## config.mk

```make
export PLATFORM = sky130hd
export DESIGN_NAME = accum_share_ctrl
export DESIGN_NICKNAME = d
export VERILOG_FILES = /design/src/rtl/accum_share_ctrl_pkg.sv /design/src/rtl/accum_share_ctrl_addsub_w.sv /design/src/rtl/accum_share_ctrl.sv
export SDC_FILE = /design/constraint.sdc
export NUM_CORES = 1
export LEC_CHECK = 0
export CORE_AREA = 5 5 58 60
export CTS_CLUSTER_SIZE = 40
export DETAILED_ROUTE_END_ITERATION = 8
export DIE_AREA = 0 0 63 65
export PLACE_DENSITY_LB_ADDON = 0.12
export SYNTH_ARGS = -nofsm -noshare
export SYNTH_HDL_FRONTEND = slang
export SYNTH_SLANG_ARGS = --single-unit
```

## constraint.sdc

```tcl
create_clock -name Clk -period 2.4 [get_ports Clk]
set_input_delay 0.48 -clock Clk [delete_from_list [all_inputs] [get_ports Clk]]
set_output_delay 0.48 -clock Clk [all_outputs]
set_load 0.005 [all_outputs]
```

## src/rtl/accum_share_ctrl_pkg.sv

```systemverilog
// Shared constants for the add/sub sharing controller and its datapath.
package accum_share_ctrl_pkg;

    localparam int W_DEF = 4;

    localparam logic MODE_ADD = 1'b0;
    localparam logic MODE_SUB = 1'b1;

    // 2'd3 is never entered; the controller decodes it as IDLE.
    localparam logic [1:0] ST_IDLE = 2'd0;
    localparam logic [1:0] ST_EXEC = 2'd1;
    localparam logic [1:0] ST_RESP = 2'd2;

endpackage

```

## src/rtl/accum_share_ctrl_addsub_w.sv

```systemverilog
// Purely combinational W-bit add/subtract with carry/borrow in and out.
module addsub_w
    import accum_share_ctrl_pkg::*;
#(
    parameter int W = W_DEF
) (
    input  logic [W-1:0] a,
    input  logic [W-1:0] b,
    input  logic         cin,
    input  logic         m,
    output logic [W-1:0] r,
    output logic         of
);

    logic [W:0] full;

    // One extra bit holds the carry-out (add) or the borrow (sub, bit W set when a < b + cin).
    always_comb begin
        full = '0;
        if (m == MODE_SUB)
            full = {1'b0, a} - {1'b0, b} - {{W{1'b0}}, cin};
        else
            full = {1'b0, a} + {1'b0, b} + {{W{1'b0}}, cin};
        r  = full[W-1:0];
        of = full[W];
    end

endmodule

```

## src/rtl/accum_share_ctrl.sv

```systemverilog
// Round-robin arbiter and sequencer sharing one add/sub unit between two requesters.
//
// state | meaning
// IDLE  | waiting for a request; req_ready asserted for the selected requester
// EXEC  | latched operands go through addsub_w, result registered
// RESP  | rsp_valid to the winner, result held until its rsp_ready
module accum_share_ctrl
    import accum_share_ctrl_pkg::*;
#(
    parameter int W     = W_DEF,
    parameter int N_REQ = 2
) (
    input  logic               Clk,
    input  logic               nReset,
    input  logic [N_REQ-1:0]   req_valid,
    output logic [N_REQ-1:0]   req_ready,
    input  logic [N_REQ*W-1:0] req_a,
    input  logic [N_REQ*W-1:0] req_b,
    input  logic [N_REQ-1:0]   req_cin,
    input  logic [N_REQ-1:0]   req_m,
    output logic [N_REQ-1:0]   rsp_valid,
    input  logic [N_REQ-1:0]   rsp_ready,
    output logic [W-1:0]       rsp_r,
    output logic               rsp_of,
    output logic               busy,
    output logic               gnt_id
);

    logic [1:0]   state;
    logic [1:0]   state_dec;
    logic         rr;
    logic         gnt_sel;
    logic         any_req;
    logic [W-1:0] op_a;
    logic [W-1:0] op_b;
    logic         op_cin;
    logic         op_m;
    logic [W-1:0] sum_r;
    logic         sum_of;

    addsub_w #(.W(W)) u_addsub (
        .a   (op_a),
        .b   (op_b),
        .cin (op_cin),
        .m   (op_m),
        .r   (sum_r),
        .of  (sum_of)
    );

    // Decode state (unused encoding behaves as IDLE) and pick the winner.
    always_comb begin
        state_dec = ST_IDLE;
        if (state == ST_EXEC || state == ST_RESP)
            state_dec = state;
        any_req = |req_valid;
        gnt_sel = 1'b0;
        if (req_valid[0] && req_valid[1])
            gnt_sel = rr;
        else if (req_valid[1])
            gnt_sel = 1'b1;
    end

    // Handshake outputs; req_ready is held off while reset is asserted.
    always_comb begin
        req_ready = '0;
        rsp_valid = '0;
        if (state_dec == ST_IDLE && any_req && !nReset)
            req_ready = gnt_sel ? 2'b10 : 2'b01;
        if (state_dec == ST_RESP)
            rsp_valid = gnt_id ? 2'b10 : 2'b01;
        busy = (state_dec != ST_IDLE);
    end

    // Sequencing, operand capture, result registration and round-robin update.
    always_ff @(posedge Clk) begin
        if (nReset) begin
            state  <= ST_IDLE;
            rr     <= 1'b0;
            gnt_id <= 1'b0;
            op_a   <= '0;
            op_b   <= '0;
            op_cin <= 1'b0;
            op_m   <= MODE_ADD;
            rsp_r  <= '0;
            rsp_of <= 1'b0;
        end else begin
            case (state_dec)
                ST_IDLE: begin
                    state <= ST_IDLE;
                    if (any_req) begin
                        gnt_id <= gnt_sel;
                        op_a   <= gnt_sel ? req_a[2*W-1:W] : req_a[W-1:0];
                        op_b   <= gnt_sel ? req_b[2*W-1:W] : req_b[W-1:0];
                        op_cin <= req_cin[gnt_sel];
                        op_m   <= req_m[gnt_sel];
                        state  <= ST_EXEC;
                    end
                end
                ST_EXEC: begin
                    rsp_r  <= sum_r;
                    rsp_of <= sum_of;
                    state  <= ST_RESP;
                end
                ST_RESP: begin
                    if (rsp_ready[gnt_id]) begin
                        rr    <= ~gnt_id;
                        state <= ST_IDLE;
                    end
                end
                default: state <= ST_IDLE;
            endcase
        end
    end

endmodule

```

==> results.ini, run 1 <==
[timing]
skew_ns = 0.00187
timing.slew.headroom_pct = 74.4
fin_ws_ns = 0.297
fin_crit_sh_pct = 87.6
finalMaxSlewViolations = 0
finalSetupViolations = 0
fin_crit_ns = 2.10
hold_violations = 0
setup_tns_ns = 0
tightest_slew_ns = 0.385
rsz0062_at_grt = false
hold_ws_ns = 0.479
max_freq_ghz = 0.476

[run_status]
outcome = completed

[clocking]
cts_hold_buf = 0
cts-root-buf = clkbuf_4
cts_max_path_buffers = 2
postCtsSetupRepairBufs = 0
numCtsBuffers = 3
cts.clk_slew.worst_paths_ns = 0.11
insertion_delay_ns = 0.30
cts.sinks = 19
tritoncts = yes
h-tree-depth = 1

[logic_synthesis]
syn_area_per_cell_sq_um = 8.74
synth_cell_types = 29
yosysWarnings = 0
syn_inst = 138
synth-seq-cells = 19
yosysSeqAreaShare_pct = 31.5
syn_nets = 177
synthesis.area_sq_mm = 0.00121

[power_and_ir_drop]
p_leak_nw = 0.701
powerDensity_mw_per_mm2 = 619
vdd.ir_drop.worst_v = 0.000349

[grt]
grt_max_degree = 22
grt_pass1_vias = 1001
grt.total_usage_pct = 12.8
grt_pass1_wl_microns = 4260
antenna_found_initial = 0
grt-ovfl-total = 0

[critical_path]
reg2reg_slack_ns = 0.37
cp_data_arrival_time_ns = 1.62
cpMaxStageDelayCell = clkdlybuf4s50_1
reg2reg_to = rsp_of$_SDFFE_PP0P_
path_cells = ha_1 > nor2b_1 > clkdlybuf4s50_1
critPathRequiredTime_ns = 1.92
r2r_cells = 7
start_kind = register
path_class = register to output pin
critPathMaxStageDelay_ns = 0.51
critPathCaptureType = output pin
path_max_fanout = 7
timing.rr.start = op_b[0]$_SDFFE_PP0P_

[die]
die_area_sq_mm = 0.00410
fp-row-count = 20
core_sq_mm = 0.00288
fp.dieH_microns = 65
fp.dieW_microns = 63
io_pins = 37
start_util_pct = 41.9

[layout]
layout.nets = 216
drive_above_1_share_pct = 7.39
area_growth_pct = 35.9
fin_area_sq_mm = 0.00164
num_antenna_cells = 0
utilization_pct = 57.0

[worst_hold_path]
min_to = rsp_r[0]$_SDFFE_PP0P_
hold_class = register to register
min_path_cells = 2
min-delay-start = rsp_r[0]$_SDFFE_PP0P_

[routing]
wl_microns = 2490
drt_iter0_drc = 15
dr.pass1.iters = 4
vias_per_cell = 4.95
vias = 1034
antenna_left = 0
drc = 0
wl_per_cell_microns = 11.9

[place]
place_ws_ns = 0.00885
place.detailed.hpwl_microns = 2040
place_congestion = 0.732
place_area_sq_mm = 0.00161
port_buffers = 36

[run]
drv_cap = 0

[report_power, final]
group          leakage, nW  internal, mW  switching, mW
Clock               0.0150        0.0648         0.0985
Combinational        0.529         0.236          0.203
Sequential           0.157         0.367         0.0452
[synthesized netlist by cell type, drive strengths merged]
| cell type | instances | share of area [%] |
|---|---|---|
| dfxtp | 19 | 32 |
| a311o | 1 | 0.83 |
| nor4 | 1 | 0.52 |
| ha | 9 | 9.3 |
| inv | 14 | 4.4 |
| o21ai | 4 | 2.6 |
| a211oi | 12 | 7.5 |
| mux2i | 13 | 11 |
| a21oi | 6 | 2.5 |
| nand2 | 8 | 2.5 |
| fa | 4 | 6.6 |
| or3b | 1 | 0.73 |
| and2 | 1 | 0.52 |
| xnor2 | 3 | 2.2 |
| nor2b | 2 | 1.0 |
| nor2 | 22 | 6.8 |
| o311ai | 1 | 0.73 |
| o21a | 1 | 0.62 |
| nor3b | 3 | 1.9 |
| nor3 | 1 | 0.41 |
| nand3 | 2 | 0.83 |
| a31oi | 1 | 0.52 |
| buf | 3 | 2.1 |
| clkbuf | 4 | 1.2 |
| nand3b | 1 | 0.62 |
| o31a | 1 | 0.73 |
[registers in the layout, indices dropped and copies added (netlist names)]
signal and count:
op_cin 1, rr 1, op_a 4, rsp_r 4, op_b 4, rsp_of 1
state 2, op_m 1, gnt_id 1
[area by class of cell]
cell class | instances | area, sq um
multi-input cells | 98 | 738
fillers | 258 | 1240
repair buffers | 41 | 399
inverters | 14 | 52.6
flip-flops and latches | 19 | 382
clock buffers | 4 | 26.3
well taps | 33 | 41.3
[metrics by stage]
stage          power, mW  instances
2_1_floorplan      0.705        138
3_3_place_gp       0.846        205
3_5_place_dp       0.863        205
4_1_cts             1.03        209
5_1_grt             1.10        209
6_report            1.01        209
[layout by cell type, fill, tap and decap left out, types with 3 or more instances in the layout]
master / instances
clkbuf_4: 3
mux2i_1: 13
inv_1: 13
nand2_1: 8
xnor2_1: 3
clkdlybuf4s50_1: 34
a21oi_1: 6
fa_1: 4
a211oi_1: 12
nor2_1: 22
ha_1: 9
dfxtp_1: 18
buf_4: 5
[routing by layer]
metal / wire (microns) / global-route usage [%] / vias up
met1: 1160 / 16.3 / 456
met2: 1150 / 19.9 / 27
met3: 158 / 3.64 / 4
met5: 0 / 0 / -
li1: - / - / 547
met4: 31 / 5.57 / 0
[repair_timing]
item                                    CTS  global route
gates resized for setup                   2             3
cloned                                    0             0
endpoints found under the setup margin    2             1
[worst max-delay path: cells and delay by family, from the launching register on]
family | cells | cell delay (ns)
flops | 1 | 0.38
fa+ha+maj | 1 | 0.28
simple gates | 1 | 0.16
buf+inv | 1 | 0.51
[worst max path at each step]
stage               slack (ns)  cells after the start                  start                  end
floorplan                 0.54                      7   op_a[0]$_SDFFE_PP0P_  rsp_of$_SDFFE_PP0P_
global placement          0.05                      5           req_valid[0]         req_ready[0]
detailed placement       0.009                      5           req_valid[0]         req_ready[0]
CTS                      0.004                      5           req_valid[0]         req_ready[0]
global route              0.20                      3  state[1]$_SDFFE_PP0P_         rsp_valid[0]
finish                    0.30                      3  state[1]$_SDFFE_PP0P_         rsp_valid[0]
[kinds of logic after synthesis]
group / Yosys count / share of synthesized area (%)
simple gates: 42 / 15.9
compound gates: 27 / 16.0
fa+ha+maj: 13 / 16.0
xor+xnor: 3 / 2.18
flops: 19 / 31.5
mux: 13 / 10.8
buf+inv: 21 / 7.68
Power figures use the tool's default switching activity.
==> run 2, diff against run 1 <==
--- a/config.mk
+++ b/config.mk
@@ -5,11 +5,12 @@
 export SDC_FILE = /design/constraint.sdc
 export NUM_CORES = 1
 export LEC_CHECK = 0
-export CORE_AREA = 5 5 58 60
+export CORE_AREA = 2 2 55 57
 export CTS_CLUSTER_SIZE = 40
 export DETAILED_ROUTE_END_ITERATION = 8
-export DIE_AREA = 0 0 63 65
+export DIE_AREA = 0 0 57 59
 export PLACE_DENSITY_LB_ADDON = 0.12
+export REMOVE_ABC_BUFFERS = 1
 export SYNTH_ARGS = -nofsm -noshare
 export SYNTH_HDL_FRONTEND = slang
 export SYNTH_SLANG_ARGS = --single-unit
==> constraint.sdc (replaced) <==
create_clock -name Clk -period 2.4 [get_ports Clk]
set_input_delay 0.6 -clock Clk [delete_from_list [all_inputs] [get_ports Clk]]
set_output_delay 0.6 -clock Clk [all_outputs]
set_load 0.005 [all_outputs]
==> run 2 against run 1 <==
Compared with the run above:
- global-route usage grew 2.3 points
- clock power about the same
- setup slack got worse by 0.23 ns
- hold slack improved by 0.013 ns
- largest power group unchanged
- largest cell class unchanged
- sequential power about the same
- non-clock buffer count is 1 higher
- combinational power fell by 1%
- via count shrank 1.5%
- total power shrank 0.33%
==> results.ini, run 2 (synthesized netlist as in run 1, its figures left out) <==
[run]
drv_cap = 0  ; unchanged

[timing]
hold_violations = 0  ; unchanged
hold_ws_ns = 0.492  ; was 0.479 ns
finalSetupViolations = 0  ; unchanged
finalMaxSlewViolations = 0  ; unchanged
fin_ws_ns = 0.0699  ; was 0.297 ns
max_freq_ghz = 0.429  ; was 0.476 GHz
fin_crit_ns = 2.33  ; was 2.10 ns
skew_ns = 0.0116  ; was 0.00187 ns
fin_crit_sh_pct = 97.1  ; was 87.6%
tightest_slew_ns = 0.388  ; was 0.385 ns
setup_tns_ns = 0  ; unchanged
timing.slew.headroom_pct = 74.1  ; was 74.4%

[grt]
grt.total_usage_pct = 15.1  ; was 12.8%
grt-ovfl-total = 0  ; unchanged
antenna_found_initial = 0  ; unchanged
grt_pass1_vias = 947  ; was 1,001
grt_max_degree = 22  ; unchanged
grt_pass1_wl_microns = 4020  ; was 4260 microns

[power_and_ir_drop]
finalPower_mw = 1.01  ; about the same
vdd.ir_drop.worst_v = 0.000343  ; was 0.000349 V
powerDensity_mw_per_mm2 = 615  ; was 619 mW/mm^2
p_leak_nw = 0.695  ; was 0.701 nW

[routing]
drc = 0  ; unchanged
dr_wl_met3_microns = 115  ; was 158 microns
wirelength_met1_microns = 1110  ; was 1160 microns
vias_per_cell = 4.89  ; was 4.95
wl_met2_microns = 1060  ; was 1150 microns
wl_microns = 2320  ; was 2490 microns
drt_iter0_drc = 14  ; was 15
antenna_left = 0  ; unchanged
routed.top_layer = met4  ; unchanged
dr.pass1.iters = 4  ; unchanged
wl_per_cell_microns = 11.2  ; was 11.9 microns
vias = 1018  ; was 1,034

[place]
port_buffers = 36  ; unchanged
place_ws_ns = -0.217  ; was 0.00885 ns
place_congestion = 0.844  ; was 0.732
place_area_sq_mm = 0.00161  ; about the same
dpl.cell_count = 204  ; was 205
place.detailed.hpwl_microns = 1870  ; was 2040 microns

[critical_path]
cp_data_arrival_time_ns = 1.73  ; was 1.62 ns
path_class = input port to output pin  ; was register to output pin
reg2reg_to = rsp_of$_SDFFE_PP0P_  ; unchanged
path_max_fanout = 3  ; was 7
endpoint = req_ready[0]  ; was rsp_valid[0]
critPathRequiredTime_ns = 1.80  ; was 1.92 ns
start_kind = input port  ; was register
crit_start = req_valid[0]  ; was state[1]$_SDFFE_PP0P_
critPathCaptureType = output pin  ; unchanged
reg2reg_slack_ns = 0.35  ; was 0.37 ns
r2r_cells = 7  ; unchanged
timing.rr.start = op_a[0]$_SDFFE_PP0P_  ; was op_b[0]$_SDFFE_PP0P_

[clocking]
cts.sinks = 19  ; unchanged
cts.clk_slew.worst_paths_ns = 0.10  ; was 0.11 ns
cts_max_path_buffers = 2  ; unchanged
postCtsSetupRepairBufs = 0  ; unchanged
h-tree-depth = 1  ; unchanged
tritoncts = yes  ; unchanged
insertion_delay_ns = 0.30  ; about the same
numCtsBuffers = 3  ; unchanged
cts-root-buf = clkbuf_4  ; unchanged

[die]
fp-row-count = 19  ; was 20
core_sq_mm = 0.00271  ; was 0.00288 sq mm
die_area_sq_mm = 0.00336  ; was 0.00410 sq mm
fp.dieH_microns = 59  ; was 65 microns
start_util_pct = 44.5  ; was 41.9%
fp.dieW_microns = 57  ; was 63 microns
io_pins = 37  ; unchanged

[worst_hold_path]
hold_class = register to register  ; unchanged

[layout]
area_growth_pct = 36.3  ; was 35.9%
utilization_pct = 60.7  ; was 57.0%
reg.largest.list = op_a: 4 flops, op_b: 4 flops, rsp_r: 4 flops  ; unchanged
fin_area_sq_mm = 0.00164  ; about the same
drive_above_1_share_pct = 7.91  ; was 7.39%
final_cell_mix = 34 x clkdlybuf4s50_1, 22 x nor2_1, 19 x dfxtp_1  ; was 34 x clkdlybuf4s50_1, 22 x nor2_1, 18 x dfxtp_1
num_antenna_cells = 0  ; unchanged
final_cells = 208  ; was 209
layout_commonest_cell = clkdlybuf4s50_1  ; unchanged
layout.nets = 217  ; was 216

[run_status]
outcome = completed  ; unchanged

## run 2: changes by cell type in the layout (fill, tap and decap cells not counted)
cell            change
dfxtp_2             -1
dfxtp_1             +1
nor3_1              -1
nor3_2              +1
dlymetal6s2s_1      -1
dlygate4sd2_1       +1
buf_4               +1
## run 2: layout make-up
class                      instances  area [sq um]
clock buffer                       4          26.3
fill                             276          1070
inverter                          14          52.6
multi-input combinational         98           743
sequential                        19           380
tap                               31          38.8
timing repair buffer              42           403
## run 2: report_power, final
group / leakage, nW / switching, mW / internal, mW
Sequential: 0.157 / 0.0459 / 0.366
Clock: 0.0150 / 0.101 / 0.0647
Combinational: 0.523 / 0.199 / 0.234
Total: 0.695 / 0.346 / 0.665
## run 2: how the worst min path moves through the flow
stage | from | to | slack (ns) | cells past startpoint
floorplan | state[1]$_SDFFE_PP0P_ | state[1]$_SDFFE_PP0P_ | 0.45 | 2
global placement | rsp_r[0]$_SDFFE_PP0P_ | rsp_r[0]$_SDFFE_PP0P_ | 0.47 | 2
detailed placement | rsp_r[0]$_SDFFE_PP0P_ | rsp_r[0]$_SDFFE_PP0P_ | 0.48 | 2
CTS | rsp_r[0]$_SDFFE_PP0P_ | rsp_r[0]$_SDFFE_PP0P_ | 0.50 | 2
global route | state[0]$_SDFFE_PP0P_ | state[0]$_SDFFE_PP0P_ | 0.54 | 2
finish | rsp_r[2]$_SDFFE_PP0P_ | rsp_r[2]$_SDFFE_PP0P_ | 0.49 | 2
## run 2: layer usage
metal	vias to the layer above	track usage, %
met2	23	25.1
met5	-	0
li1	547	-
met1	444	19.5
met4	0	5.98
met3	4	2.84
## run 2: worst max-delay path: stages
cell	delay, ns
clkdlybuf4s50_1	0.51
inv_2	0.06
o21ai_4	0.14
nor3b_2	0.17
dlygate4sd2_1	0.25
## run 2: repair_timing
action,in CTS,in global routing
setup endpoints to repair,2,2
hold buffers,0,0
gates resized for setup,2,3
hold endpoints to repair,0,0
pin swaps,0,0
==> run 3, diff against run 2 <==
--- a/config.mk
+++ b/config.mk
@@ -9,7 +9,7 @@
 export CTS_CLUSTER_SIZE = 40
 export DETAILED_ROUTE_END_ITERATION = 8
 export DIE_AREA = 0 0 57 59
-export PLACE_DENSITY_LB_ADDON = 0.12
+export PLACE_DENSITY_LB_ADDON = 0.2
 export REMOVE_ABC_BUFFERS = 1
 export SYNTH_ARGS = -nofsm -noshare
 export SYNTH_HDL_FRONTEND = slang
==> run 3 against run 2 <==
Compared with the run above:
- combinational power increased by 3%
- die area unchanged
- sequential power about the same
- critical path depth decreased by 1
- cell area increased by 0.38%
- sequential share of layout area decreased by 0.088 points
- total power increased by 1.4%
- register-to-register slack improved by 0.03 ns
- critical endpoint is now rsp_valid[0]
- largest cell class unchanged
==> results.ini, run 3 (synthesized netlist as in run 1, its figures left out) <==
[layout]
final_cells = 208  ; unchanged
num_antenna_cells = 0  ; unchanged
fin_area_sq_mm = 0.00165  ; was 0.00164 sq mm
drive_above_1_share_pct = 8.47  ; was 7.91%
utilization_pct = 60.9  ; was 60.7%
final_cell_mix = 32 x clkdlybuf4s50_1, 22 x nor2_1, 19 x dfxtp_1  ; was 34 x clkdlybuf4s50_1, 22 x nor2_1, 19 x dfxtp_1
multiInputGateArea_sq_um = 743  ; unchanged
area_growth_pct = 36.8  ; was 36.3%
layout.nets = 217  ; unchanged
regArea_sq_um = 380  ; unchanged
layout_commonest_cell = clkdlybuf4s50_1  ; unchanged
reg.largest.list = op_a: 4 flops, op_b: 4 flops, rsp_r: 4 flops  ; unchanged
fillers = 245  ; was 276

[critical_path]
r2r_cells = 7  ; unchanged
crit_cells = 4  ; was 5
path_max_fanout = 7  ; was 3
cpLargestDelayFamily = buffers and inverters  ; unchanged
path_class = register to output pin  ; was input port to output pin
critPathMaxStageDelay_ns = 0.51  ; about the same
reg2reg_to = rsp_of$_SDFFE_PP0P_  ; unchanged
cp_data_arrival_time_ns = 1.63  ; was 1.73 ns
start_kind = register  ; was input port
critPathRequiredTime_ns = 1.80  ; about the same
path_cells = inv_1 > ha_1 > nor2b_1 > clkdlybuf4s50_1  ; was clkdlybuf4s50_1 > inv_2 > o21ai_4 > nor3b_2 > dlygate4sd2_1
path_buf_inv = 2  ; was 3
reg2reg_slack_ns = 0.38  ; was 0.35 ns
timing.rr.start = op_a[0]$_SDFFE_PP0P_  ; unchanged
cpMaxStageDelayCell = clkdlybuf4s50_1  ; unchanged
critPathCaptureType = output pin  ; unchanged

[routing]
wl_microns = 2510  ; was 2320 microns
wirelength_met1_microns = 1170  ; was 1110 microns
wl_per_cell_microns = 12.1  ; was 11.2 microns
dr_wl_met3_microns = 105  ; was 115 microns
routed.top_layer = met4  ; unchanged
vias = 1043  ; was 1,018
vias_per_cell = 5.01  ; was 4.89
antenna_left = 0  ; unchanged
dr.pass1.iters = 4  ; unchanged
drt_iter0_drc = 15  ; was 14
wl_met2_microns = 1190  ; was 1060 microns
drc = 0  ; unchanged

[die]
die_area_sq_mm = 0.00336  ; unchanged
fp-row-count = 19  ; unchanged
io_pins = 37  ; unchanged
fp.dieH_microns = 59  ; unchanged
core_sq_mm = 0.00271  ; unchanged
start_util_pct = 44.5  ; unchanged
fp.dieW_microns = 57  ; unchanged

[clocking]
insertion_delay_ns = 0.30  ; about the same
cts-root-buf = clkbuf_4  ; unchanged
cts_max_path_buffers = 2  ; unchanged
tritoncts = yes  ; unchanged
postCtsSetupRepairBufs = 0  ; unchanged
cts.clk_slew.worst_paths_ns = 0.11  ; was 0.10 ns
cts.sinks = 19  ; unchanged
numCtsBuffers = 3  ; unchanged
h-tree-depth = 1  ; unchanged

[timing]
finalMaxSlewViolations = 0  ; unchanged
max_freq_ghz = 0.449  ; was 0.429 GHz
hold_ws_ns = 0.491  ; was 0.492 ns
skew_ns = 0.00334  ; was 0.0116 ns
tightest_slew_ns = 0.392  ; was 0.388 ns
fin_crit_ns = 2.23  ; was 2.33 ns
finalSetupViolations = 0  ; unchanged
fin_ws_ns = 0.173  ; was 0.0699 ns
rsz0062_at_grt = false
hold_violations = 0  ; unchanged
timing.slew.headroom_pct = 73.9  ; was 74.1%
fin_crit_sh_pct = 92.8  ; was 97.1%
setup_tns_ns = 0  ; unchanged

[grt]
grt_max_degree = 22  ; unchanged
grt_pass1_wl_microns = 4340  ; was 4020 microns
grt.total_usage_pct = 16.6  ; was 15.1%
antenna_found_initial = 0  ; unchanged
grt_pass1_vias = 989  ; was 947
grt-ovfl-total = 0  ; unchanged

[place]
port_buffers = 36  ; unchanged
dpl.cell_count = 204  ; unchanged
place.detailed.hpwl_microns = 2030  ; was 1870 microns
place_ws_ns = -0.234  ; was -0.217 ns
place_area_sq_mm = 0.00161  ; unchanged
place_congestion = 0.851  ; was 0.844

[worst_hold_path]
min-delay-start = rsp_r[2]$_SDFFE_PP0P_  ; unchanged
min_to = rsp_r[2]$_SDFFE_PP0P_  ; unchanged
min_path_cells = 2  ; unchanged
hold_class = register to register  ; unchanged

[power_and_ir_drop]
vdd.ir_drop.worst_v = 0.000353  ; was 0.000343 V
p_leak_nw = 0.716  ; was 0.695 nW
powerDensity_mw_per_mm2 = 621  ; was 615 mW/mm^2
finalPower_mw = 1.02  ; was 1.01 mW

[run]
drv_cap = 0  ; unchanged

[run_status]
outcome = completed  ; unchanged

==> run 3: cell types whose count changed in the layout (fill, tap and decap cells not counted), sizes merged <==
cell / change
clkbuf: -1
clkdlybuf4s50: -2
clkinv: +1
dlymetal6s2s: +2
==> run 3: power by group <==
part / internal, mW / total (mW) / switching (mW) / leakage (nW)
clock: 0.0622 / 0.166 / 0.104 / 0.0177
sequential: 0.366 / 0.412 / 0.0456 / 0.157
combinational: 0.239 / 0.447 / 0.208 / 0.541
total: 0.667 / 1.02 / 0.357 / 0.716
==> run 3: worst max-delay path by stage <==
stage | startpoint | endpoint | slack [ns]
6_report | state[0]$_SDFFE_PP0P_ | rsp_valid[0] | 0.17
2_1_floorplan | op_a[0]$_SDFFE_PP0P_ | rsp_of$_SDFFE_PP0P_ | 0.54
5_1_grt | state[0]$_SDFFE_PP0P_ | req_ready[0] | 0.05
3_3_place_gp | req_valid[0] | req_ready[0] | -0.22
3_5_place_dp | req_valid[1] | req_ready[1] | -0.23
4_1_cts | req_valid[1] | req_ready[0] | 0.03
==> run 3: tightest hold or removal path, cell delays in order (launching register included) <==
cell	delay (ns)
dfxtp_1	0.33
nor2_1	0.08
a211oi_1	0.05
==> run 3: what timing repair did <==
| item | in CTS | in global routing |
|---|---|---|
| hold buffers | 0 | 0 |
| setup endpoints to repair | 2 | 2 |
| hold endpoints to repair | 0 | 0 |
| pin swaps | 0 | 0 |
| gates resized for setup | 3 | 4 |
==> run 3: cell type report <==
class / instances / share of cell area [%]
clock inverter: 1 / 0.303
clock buffer: 3 / 1.36
timing repair buffer: 42 / 24.7
tap: 31 / 2.35
inverter: 14 / 3.18
multi-input combinational: 98 / 45.0
sequential: 19 / 23.0
==> run 3: metal layers <==
metal / track usage, % / vias up
li1: - / 548
met1: 21.0 / 468
met2: 27.8 / 22
met3: 2.84 / 5
met4: 7.97 / 0
met5: 0 / -
